File: config.mk
export PLATFORM = sky130hd
export DESIGN_NAME = wts_multi_envelope_generator
export DESIGN_NICKNAME = d
export VERILOG_FILES = /design/src/rtl/wts_multi_envelope_generator.sv
export SDC_FILE = /design/constraint.sdc
export NUM_CORES = 1
export LEC_CHECK = 0
export CAP_MARGIN = 20
export CORE_MARGIN = 5
export CORE_UTILIZATION = 59
export CTS_CLUSTER_SIZE = 24
export DETAILED_ROUTE_END_ITERATION = 8
export MAX_ROUTING_LAYER = met4
export PLACE_DENSITY_LB_ADDON = 0.3
export SLEW_MARGIN = 10
export SYNTH_ARGS = -nofsm -noshare
export SYNTH_HDL_FRONTEND = slang
export SYNTH_SLANG_ARGS = --single-unit
File: constraint.sdc
create_clock -name clk -period 15.2 [get_ports clk]
set_input_delay 2.28 -clock clk [delete_from_list [all_inputs] [get_ports clk]]
set_output_delay 2.28 -clock clk [all_outputs]
set_load 0.03 [all_outputs]
File: src/rtl/wts_multi_envelope_generator.sv
// Time-multiplexed ADSR envelope generator; one channel is serviced per active pulse.
// Optional feature macro WTS_ENV_REPEAT_EN: SUSTAIN reaching 0 re-enters ATTACK when REPEAT=1.
module wts_multi_envelope_generator #(
  parameter int CH      = 5,
  parameter int LEVEL_W = 8,
  parameter int RATE_W  = 12
) (
  input  logic                  clk,
  input  logic                  nreset,
  input  logic                  active,
  input  logic [CH-1:0]         key_on,
  input  logic [CH-1:0]         key_release,
  input  logic [CH-1:0]         key_off,
  input  logic                  reg_wr,
  input  logic [3:0]            reg_ch,
  input  logic [2:0]            reg_sel,
  input  logic [RATE_W-1:0]     reg_data,
  output logic [CH*LEVEL_W-1:0] envelope,
  output logic [CH-1:0]         busy
);
  typedef enum logic [2:0] {ST_IDLE, ST_ATTACK, ST_DECAY, ST_SUSTAIN, ST_RELEASE} state_e;

  localparam logic [LEVEL_W-1:0] MAX_LVL   = {1'b1, {(LEVEL_W-1){1'b0}}};
  localparam logic [LEVEL_W-1:0] LVL_ONE   = {{(LEVEL_W-1){1'b0}}, 1'b1};
  localparam logic [3:0]         LAST_SLOT = 4'(CH-1);

  logic [3:0]            slot_q, slot_d;
  logic [CH-1:0]         on_pend_q, on_pend_d, rel_pend_q, rel_pend_d, off_pend_q, off_pend_d;
  state_e                state_q [CH];
  state_e                state_d [CH];
  logic [15:0]           cnt_q [CH];
  logic [15:0]           cnt_d [CH];
  logic [LEVEL_W-1:0]    level_q [CH];
  logic [LEVEL_W-1:0]    level_d [CH];
  logic [RATE_W-1:0]     ar_q [CH], dr_q [CH], sr_q [CH], rr_q [CH];
  logic [RATE_W-1:0]     ar_d [CH], dr_d [CH], sr_d [CH], rr_d [CH];
  logic [LEVEL_W-2:0]    sl_q [CH];
  logic [LEVEL_W-2:0]    sl_d [CH];
`ifdef WTS_ENV_REPEAT_EN
  logic [CH-1:0]         rep_q, rep_d;
  logic                  cur_rep;
`endif
  logic [CH*LEVEL_W-1:0] envelope_q, envelope_d;
  logic [CH-1:0]         busy_q, busy_d, svc_mask;

  // Fields of the channel addressed by the slot, shared by one update datapath.
  state_e             cur_state, nxt_state;
  logic [15:0]        cur_cnt, nxt_cnt;
  logic [LEVEL_W-1:0] cur_lvl, nxt_lvl;
  logic [RATE_W-1:0]  cur_ar, cur_rate;
  logic [LEVEL_W-2:0] cur_sl;
  logic               cur_on, cur_rel, cur_off;

  // NOTE: every variable gets a default before any branch, so no latch can be inferred.
  always_comb begin
    svc_mask  = '0;
    cur_state = ST_IDLE;
    cur_cnt   = '0;
    cur_lvl   = '0;
    cur_ar    = '0;
    cur_rate  = '0;
    cur_sl    = '0;
    cur_on    = 1'b0;
    cur_rel   = 1'b0;
    cur_off   = 1'b0;
`ifdef WTS_ENV_REPEAT_EN
    cur_rep   = 1'b0;
`endif
    for (int i = 0; i < CH; i++) begin
      if (slot_q == 4'(i)) begin
        svc_mask[i] = active;
        cur_state   = state_q[i];
        cur_cnt     = cnt_q[i];
        cur_lvl     = level_q[i];
        cur_ar      = ar_q[i];
        cur_sl      = sl_q[i];
        cur_on      = on_pend_q[i];
        cur_rel     = rel_pend_q[i];
        cur_off     = off_pend_q[i];
`ifdef WTS_ENV_REPEAT_EN
        cur_rep     = rep_q[i];
`endif
        case (state_q[i])
          ST_ATTACK:  cur_rate = ar_q[i];
          ST_DECAY:   cur_rate = dr_q[i];
          ST_SUSTAIN: cur_rate = sr_q[i];
          ST_RELEASE: cur_rate = rr_q[i];
          default:    cur_rate = '0;
        endcase
      end
    end
  end

  always_comb begin
    nxt_state = cur_state;
    nxt_cnt   = cur_cnt;
    nxt_lvl   = cur_lvl;
    if (cur_off) begin
      nxt_state = ST_IDLE;
      nxt_lvl   = '0;
    end else if (cur_on) begin
      nxt_state = ST_ATTACK;
      nxt_cnt   = 16'({cur_ar, 4'b0000});
      nxt_lvl   = (cur_ar == '0) ? MAX_LVL : '0;
    end else if (cur_rel && cur_state != ST_IDLE) begin
      nxt_state = ST_RELEASE;
    end else if (cur_state != ST_IDLE) begin
      // A zero rate reloads zero, so the counter parks at 0 and the level holds.
      if (cur_cnt == '0) begin
        nxt_cnt = 16'({cur_rate, 4'b0000});
        if (cur_rate != '0) begin
          if (cur_state == ST_ATTACK) begin
            if (cur_lvl < MAX_LVL) nxt_lvl = cur_lvl + LVL_ONE;
          end else if (cur_lvl != '0) begin
            nxt_lvl = cur_lvl - LVL_ONE;
          end
        end
      end else begin
        nxt_cnt = cur_cnt - 16'd1;
      end
      case (cur_state)
        ST_ATTACK:  if (nxt_lvl == MAX_LVL) nxt_state = ST_DECAY;
        ST_DECAY:   if (nxt_lvl <= {1'b0, cur_sl}) nxt_state = ST_SUSTAIN;
        ST_SUSTAIN: if (nxt_lvl == '0) begin
`ifdef WTS_ENV_REPEAT_EN
          if (cur_rep) begin
            nxt_state = ST_ATTACK;
            nxt_cnt   = 16'({cur_ar, 4'b0000});
            nxt_lvl   = (cur_ar == '0) ? MAX_LVL : '0;
          end else
`endif
          nxt_state = ST_IDLE;
        end
        ST_RELEASE: if (nxt_lvl == '0) nxt_state = ST_IDLE;
        default:    nxt_state = cur_state;
      endcase
    end
  end

  always_comb begin
    slot_d = slot_q;
    if (active) slot_d = (slot_q == LAST_SLOT) ? 4'd0 : slot_q + 4'd1;
    // Service consumes the registered pending bits; a pulse on the service edge survives.
    on_pend_d  = (on_pend_q  & ~svc_mask) | key_on;
    rel_pend_d = (rel_pend_q & ~svc_mask) | key_release;
    off_pend_d = (off_pend_q & ~svc_mask) | key_off;
    envelope_d = '0;
    busy_d     = '0;
`ifdef WTS_ENV_REPEAT_EN
    rep_d      = rep_q;
`endif
    for (int i = 0; i < CH; i++) begin
      state_d[i] = state_q[i];
      cnt_d[i]   = cnt_q[i];
      level_d[i] = level_q[i];
      ar_d[i]    = ar_q[i];
      dr_d[i]    = dr_q[i];
      sr_d[i]    = sr_q[i];
      rr_d[i]    = rr_q[i];
      sl_d[i]    = sl_q[i];
      if (svc_mask[i]) begin
        state_d[i] = nxt_state;
        cnt_d[i]   = nxt_cnt;
        level_d[i] = nxt_lvl;
      end
      if (reg_wr && reg_ch == 4'(i)) begin
        case (reg_sel)
          3'd0:    ar_d[i] = reg_data;
          3'd1:    dr_d[i] = reg_data;
          3'd2:    sr_d[i] = reg_data;
          3'd3:    rr_d[i] = reg_data;
          3'd4:    sl_d[i] = reg_data[LEVEL_W-2:0];
`ifdef WTS_ENV_REPEAT_EN
          3'd5:    rep_d[i] = reg_data[0];
`endif
          default: ;
        endcase
      end
      envelope_d[i*LEVEL_W +: LEVEL_W] = level_q[i];
      busy_d[i] = (state_q[i] != ST_IDLE);
    end
  end

  // NOTE: sequential state uses non-blocking assignments only, so every flop samples pre-edge values.
  always_ff @(posedge clk or negedge nreset) begin
    if (!nreset) begin
      slot_q     <= '0;
      on_pend_q  <= '0;
      rel_pend_q <= '0;
      off_pend_q <= '0;
      envelope_q <= '0;
      busy_q     <= '0;
`ifdef WTS_ENV_REPEAT_EN
      rep_q      <= '0;
`endif
      // NOTE: the per-channel arrays, rate registers included, are reset so a key-on before any write is defined.
      for (int i = 0; i < CH; i++) begin
        state_q[i] <= ST_IDLE;
        cnt_q[i]   <= '0;
        level_q[i] <= '0;
        ar_q[i]    <= '0;
        dr_q[i]    <= '0;
        sr_q[i]    <= '0;
        rr_q[i]    <= '0;
        sl_q[i]    <= '0;
      end
    end else begin
      slot_q     <= slot_d;
      on_pend_q  <= on_pend_d;
      rel_pend_q <= rel_pend_d;
      off_pend_q <= off_pend_d;
      envelope_q <= envelope_d;
      busy_q     <= busy_d;
`ifdef WTS_ENV_REPEAT_EN
      rep_q      <= rep_d;
`endif
      for (int i = 0; i < CH; i++) begin
        state_q[i] <= state_d[i];
        cnt_q[i]   <= cnt_d[i];
        level_q[i] <= level_d[i];
        ar_q[i]    <= ar_d[i];
        dr_q[i]    <= dr_d[i];
        sr_q[i]    <= sr_d[i];
        rr_q[i]    <= rr_d[i];
        sl_q[i]    <= sl_d[i];
      end
    end
  end

  assign envelope = envelope_q;
  assign busy     = busy_q;

endmodule
Word-level counts from Yosys, hierarchy flattened
Index checks and enable logic that the tools add are counted.
{"block": "op_classes", "addsub": 4, "eq_ne": 37, "n_lt_le_gt_ge": 2, "n_reduce_logical": 46, "n_mux": 83, "bitwise": 7}
{"cell": "$pmux W12 S4", "n": 5}
{"cell": "$mux W16", "n": 10}
{"cell": "$mux W8", "n": 19}
{"cell": "$mux W12", "n": 10}
{"cell": "$reduce_and A2 Y1", "n": 25}
{"cell": "$eq A3 B2 Y1 const B", "n": 14}
{"cell": "$mux W3", "n": 12}
{"cell": "$mux W7", "n": 5}
{"cell": "$eq A3 B1 Y1 const B", "n": 7}
{"cell": "$eq A3 B3 Y1 const B", "n": 7}
{"cell": "$mux W1", "n": 20}
{"cell": "$reduce_bool A3 Y1", "n": 6}
{"cell": "$eq A4 B2 Y1 const B", "n": 4}
{"cell": "$logic_not A16 Y1", "n": 1}
{"cell": "$sub A16 B1 Y16 const B", "n": 1}
{"cell": "$and A5 B5 Y5", "n": 3}
{"cell": "$or A5 B5 Y5", "n": 3}
{"cell": "$logic_not A12 Y1", "n": 1}
{"cell": "$reduce_bool A12 Y1", "n": 1}
{"cell": "$pmux W3 S3", "n": 1}
{"cell": "$add A8 B1 Y8 const B", "n": 1}
{"cell": "$eq A4 B1 Y1 const B", "n": 2}
{"cell": "$eq A4 B3 Y1 const B", "n": 2}
{"cell": "$eq A8 B8 Y1 const B", "n": 1}
{"cell": "12 further kinds", "n": 18}
{"block": "totals", "elab_cells": 225, "regBits": 474, "out_inout_bits": 45, "in_bits": 38}

Longest topological paths before layout
{"block": "logic_depth", "depth_word": 22, "depth_mapped": 30, "ltp_nobuf": 26}

Worst setup path after synthesis
OpenSTA, ideal clock, no wires.
{"block": "synth_path", "kind": "register -> register", "start": "register slot_q[0]", "end": "register state_q[0] (netlist name)", "arrival_time_ps": 4719, "t_required_ps": 15134, "synth_period_minus_slack_ps": 4785, "path_buffers": 5, "stages_incl_launch_ff": 31, "path_slack_ps": 10415, "setup_ps": 66, "path_cell_list": "dfrtp_1 > inv_1 > ha_1 > buf_6 > buf_6 > buf_6 > buf_2 > and3b_1 > o311ai_0 > a21oi_1 > inv_1 > ha_1 > nor2b_1 > nand3_2 > buf_2 > nor2_1 > nand2_1 > a22o_1 > ha_1 > nor2b_1 > o21a_1 > o21ai_0 > nand2b_1 > a21oi_1 > o21ai_0 > a31oi_1 > o211ai_1 > a21oi_1 > o41ai_1 > nand2_1 > o31a_1"}
{"block": "synth_via", "elab_chain_len": 22, "elab_cells_between_ends": 79, "classes_between": "add/sub (2); order compare (2); eq/ne (9); mux (58); reduce/logical (8)"}
{"item": "start: declaration", "line_no": "27", "source": "logic [3:0] slot_q, slot_d;"}
{"item": "start signal: assignment", "line_no": "208", "source": "slot_q <= slot_d;"}
{"item": "$logic_not A4 Y1", "line_no": "70", "source": "if (slot_q == 4'(i)) begin"}
{"item": "$mux W8 (5 in a row)", "line_no": "70"}
{"item": "$sub A8 B1 Y8 (tied with other cells)", "line_no": "115", "source": "nxt_lvl = cur_lvl - LVL_ONE;"}
{"item": "$mux W8, on equally long branches", "line_no": "114, 113"}
{"item": "$mux W8", "line_no": "112", "source": "if (cur_state == ST_ATTACK) begin"}
{"item": "$mux W8", "line_no": "111", "source": "if (cur_rate != '0) begin"}
{"item": "$mux W8", "line_no": "109", "source": "if (cur_cnt == '0) begin"}
{"item": "$mux W8", "line_no": "107", "source": "end else if (cur_state != ST_IDLE) begin"}
{"item": "[2 not listed]"}
{"item": "$mux W8", "line_no": "98", "source": "if (cur_off) begin"}
{"item": "$le A8 B7 Y1 (tied with other cells)", "line_no": "123", "source": "ST_DECAY: if (nxt_lvl <= {1'b0, cur_sl}) nxt_state = ST_SUSTAIN;"}
{"item": "$mux W3, on equally long branches"}
{"item": "$pmux W3 S3", "line_no": "121", "source": "case (cur_state)"}
{"item": "$mux W3", "line_no": "107"}
{"item": "$mux W3", "line_no": "105", "source": "end else if (cur_rel && cur_state != ST_IDLE) begin"}
{"item": "$mux W3", "line_no": "101", "source": "end else if (cur_on) begin"}
{"item": "$mux W3", "line_no": "98"}
{"item": "end signal: indexed assignment", "line_no": "218", "source": "state_q[i] <= state_d[i];"}
{"item": "end: declaration", "line_no": "29", "source": "state_e state_q [CH];"}
Parallel ways exist; a longest one is shown, timed or not. The select of a mux whose other input is x is not followed.
A chain may end at the register's enable or synchronous reset.

Worst setup path in the final report
{"block": "layout_path", "start": "register slot_q[2]", "end": "register state_q[3] (netlist name)"}
The elaborated chain is that of the path after synthesis.

==> out/results.tsv <==
metric	value	unit
status	completed	
drive_above_1_share	20.96	%
worst_hold_path.num_cells	0	
fin_ws	8.476	ns
pwr-share-clk	24.2	%
grt_usage	32.21	%
relSlewSlack	24.11	%
worstMarginPinSlew	1.136	ns
syn_nets	2181	
vias	17870	
fin_worst_hold_slack	0.3989	ns
use_met3	5.031	%
ir_drop	0.1010	mV
p_sw	2.152	mW
drt_iter0_markers	1908	
regArea	11860	µm²
cts.repair.resized	0	
pwr-share-seq	33.8	%
end_kind	flop	
clock_skew	0.02536	ns
post-place-cells	2597	
multiInputGateArea	10590	µm²
cts_hold_buf	0	
comb_power_share	42.0	%
hold_viol_final	0	
syn_area_per_cell	10.93	µm²
initial_utilization	59.91	%
syn_inst	2128	
synth-edff-count	0	
fin_util	66.86	%
drt-wirelength-per-cell	25.61	µm
cp_num_buf_inv	0	
cts-root-buf	clkbuf_16	
crit_chain	or3b_1 -> or3_1 -> o22ai_1 -> a2111oi_0 -> nand4_1 -> nor3_2 -> nor2_1 -> nand2_1 -> a22o_1 -> ha_1 -> nor2b_1 -> o21a_1 -> o21ai_0 -> nand2b_1 -> a21oi_1 -> o21ai_0 -> a31oi_1 -> o211ai_1 -> a21oi_1 -> o41ai_1 -> nand2_1 -> o31a_1	
synth.distinct_cells	99	
clk-insertion-delay-late	0.62	ns
ys_seq_elements	474	
crit_family	simple AND/OR/NAND/NOR gates	
r2r_slack	8.48	ns
internal_power	2.893	mW
finalWirelength	68.75	mm
cpPeakStageDelay	0.93	ns
core_area	38830	µm²
crit_cells	22	
gp_congestion	0.9789	
synthFlopType	dfrtp_1	
drv_cap	0	
cts.sinks	474	
p_leak	11.50	nW
cts_max_level	2	
cts_buffer_depth	3	
synth_top_area_share	50.99	%
dp.final_hpwl	47.24	mm
stdcell_area	25960	µm²
r2r.worst_path.cells	22	
fillers	2897	
die_height	208.6	µm
fin_nets	2184	
async_reset_ff_share	100.0	%
critPathKind	flop to flop	
use_met2	49.55	%
grt_max_degree	113	
arrival	7.27	ns
grt_pass1_wl	107.4	mm
viasPerCell	6.654	
fin_crit_sh	44.24	%
placementRows	72	
p_total	5.045	mW
synthTopCellsByArea	dfrtp_1 51%, mux2_2 14%, nand2_1 4.0%, o21ai_0 3.6%, a22oi_1 2.1%	
drc	0	
setup_viol	0	
critPathMaxFanout	26	
yosys_warnings	0	
max_freq	148.7	MHz
swShare	42.66	%
critPathRequiredTime	15.74	ns
min_period	6.724	ns
p_per_area	194.3	nW/µm²
min_from	envelope_d[5]	
pre_cts_ws	8.685	ns
post-cts-setup-buffer-count	0	
drt_first_pass_iters	8	
layoutNonFillerInstCount	2685	
path_clk_slew	0.07	ns
io_pins	83	
r2r_end	state_q[3]	
grt_pass1_vias	17620	
die_x	208.6	µm
dpl-instance-area	24300	µm²
drtAntennaViolNets	0	
tritoncts	done	
grtUsageMet1	44.80	%
netlist_area	23260	µm²
rsz0062_at_grt	false	
synth_top_area_cell	dfrtp_1	
critPathLaunchType	flop	
drv_slew	0	
grt_most_used_layer	met2	
io_buffers	82	
grt.overflow.total	0	
areaGrowthSynthToFinish	11.60	%
cts_made_buffers	48	
min_to	envelope[5]	
cp_slowest_cell	dfrtp_1	
yosysSeqAreaShare	50.99	%
antenna_found_initial	1	
tns	0	ns
dieArea	43500	µm²
rr_startpoint	slot_q[2]	
hold_path.class	flop to flop	
==> state kept, by name, summed over array words and instances (netlist names), 35 cells and up <==
register	flops
envelope	40
dr_q	60
envelope_d	40
cnt_q	80
sr_q	60
ar_q	60
sl_q	35
rr_q	60
==> cell families (layout without fill, tap and decap cells) <==
logic type / count (synthesis) / in the layout / synth area share [%]
compound gates: 564 / 564 / 16.60
fa+ha+maj: 15 / 15 / 0.8068
flops: 474 / 474 / 50.99
mux: 325 / 325 / 15.56
other cells: 0 / 1 / 0
buf+inv: 186 / 224 / 3.652
xor+xnor: 3 / 3 / 0.1130
simple gates: 561 / 561 / 12.28
==> cells in the final DEF, fill, tap and decap left out, drive strengths merged, types with 7 or more instances in the layout <==
master / Yosys / final
o21ai: 172 / 172
nor3b: 11 / 11
mux2: 286 / 286
a22oi: 64 / 64
ha: 15 / 15
nand3: 21 / 21
nor4: 11 / 11
clkbuf: 121 / 67
nor3: 47 / 47
nand4: 10 / 10
a221o: 15 / 15
nor2: 79 / 79
nand3b: 37 / 37
nand2: 245 / 245
and3: 12 / 12
nor2b: 20 / 20
and2: 13 / 13
or3: 10 / 10
buf: 52 / 45
o22ai: 23 / 23
and3b: 7 / 7
o31a: 8 / 8
a211o: 10 / 10
nand2b: 16 / 16
a221oi: 49 / 49
a21oi: 81 / 81
a21o: 22 / 22
a31oi: 15 / 15
o211ai: 13 / 13
dfrtp: 474 / 474
o22a: 10 / 10
clkinv: 0 / 9
inv: 13 / 16
a211oi: 10 / 10
mux2i: 39 / 39
a22o: 13 / 13
clkdlybuf4s50: 0 / 81
==> synthesized netlist by cell type (all sizes together) (15+ instances only) <==
| cell type | instances |
|---|---|
| a21o | 22 |
| a21oi | 81 |
| a221o | 15 |
| a221oi | 49 |
| a22oi | 64 |
| a31oi | 15 |
| buf | 52 |
| clkbuf | 121 |
| dfrtp | 474 |
| ha | 15 |
| mux2 | 286 |
| mux2i | 39 |
| nand2 | 245 |
| nand2b | 16 |
| nand3 | 21 |
| nand3b | 37 |
| nor2 | 79 |
| nor2b | 20 |
| nor3 | 47 |
| o21ai | 172 |
| o22ai | 23 |
==> how the worst max path moves through the flow <==
stage,end,from
final,state_q[3],slot_q[2]
after global routing,state_q[0],slot_q[2]
after CTS,state_q[3],slot_q[2]
after detailed placement,state_q[3],slot_q[0]
after global placement,state_q[6],slot_q[2]
after floorplan,state_q[0],slot_q[0]
==> worst register-to-register path, delay by kind of cell, from the launching register on <==
| kind | cells | cell delay, ns |
|---|---|---|
| AOI/OAI and AO/OA | 12 | 2.38 |
| DFF | 1 | 0.93 |
| adders and majority gates | 1 | 0.24 |
| and+or+nand+nor | 9 | 3.12 |
==> layer usage <==
metal	vias to the layer above	share of wire, %
met5	-	0
met4	0	3.4
met3	153	7.2
met2	809	47
met1	9051	42
li1	7853	-
==> final cells by class <==
cell class | count | area share (%)
multi-input combinational | 1468 | 40.80
clock buffer | 67 | 5.441
inverter | 13 | 0.1880
tap | 518 | 2.497
sequential | 474 | 45.69
clock inverter | 18 | 0.8097
antenna | 1 | 0.009639
timing repair buffer | 126 | 4.564
==> power groups by stage <==
stage	Sequential (mW)	Combinational, mW	Clock (mW)
4_1_cts	1.70	2.08	1.23
6_report	1.71	2.12	1.22
3_5_place_dp	1.72	2.07	0
5_1_grt	1.73	2.30	1.29
3_3_place_gp	1.71	2.04	0
2_1_floorplan	1.69	1.42	0
Note: power is estimated with default switching activity, not from simulation.
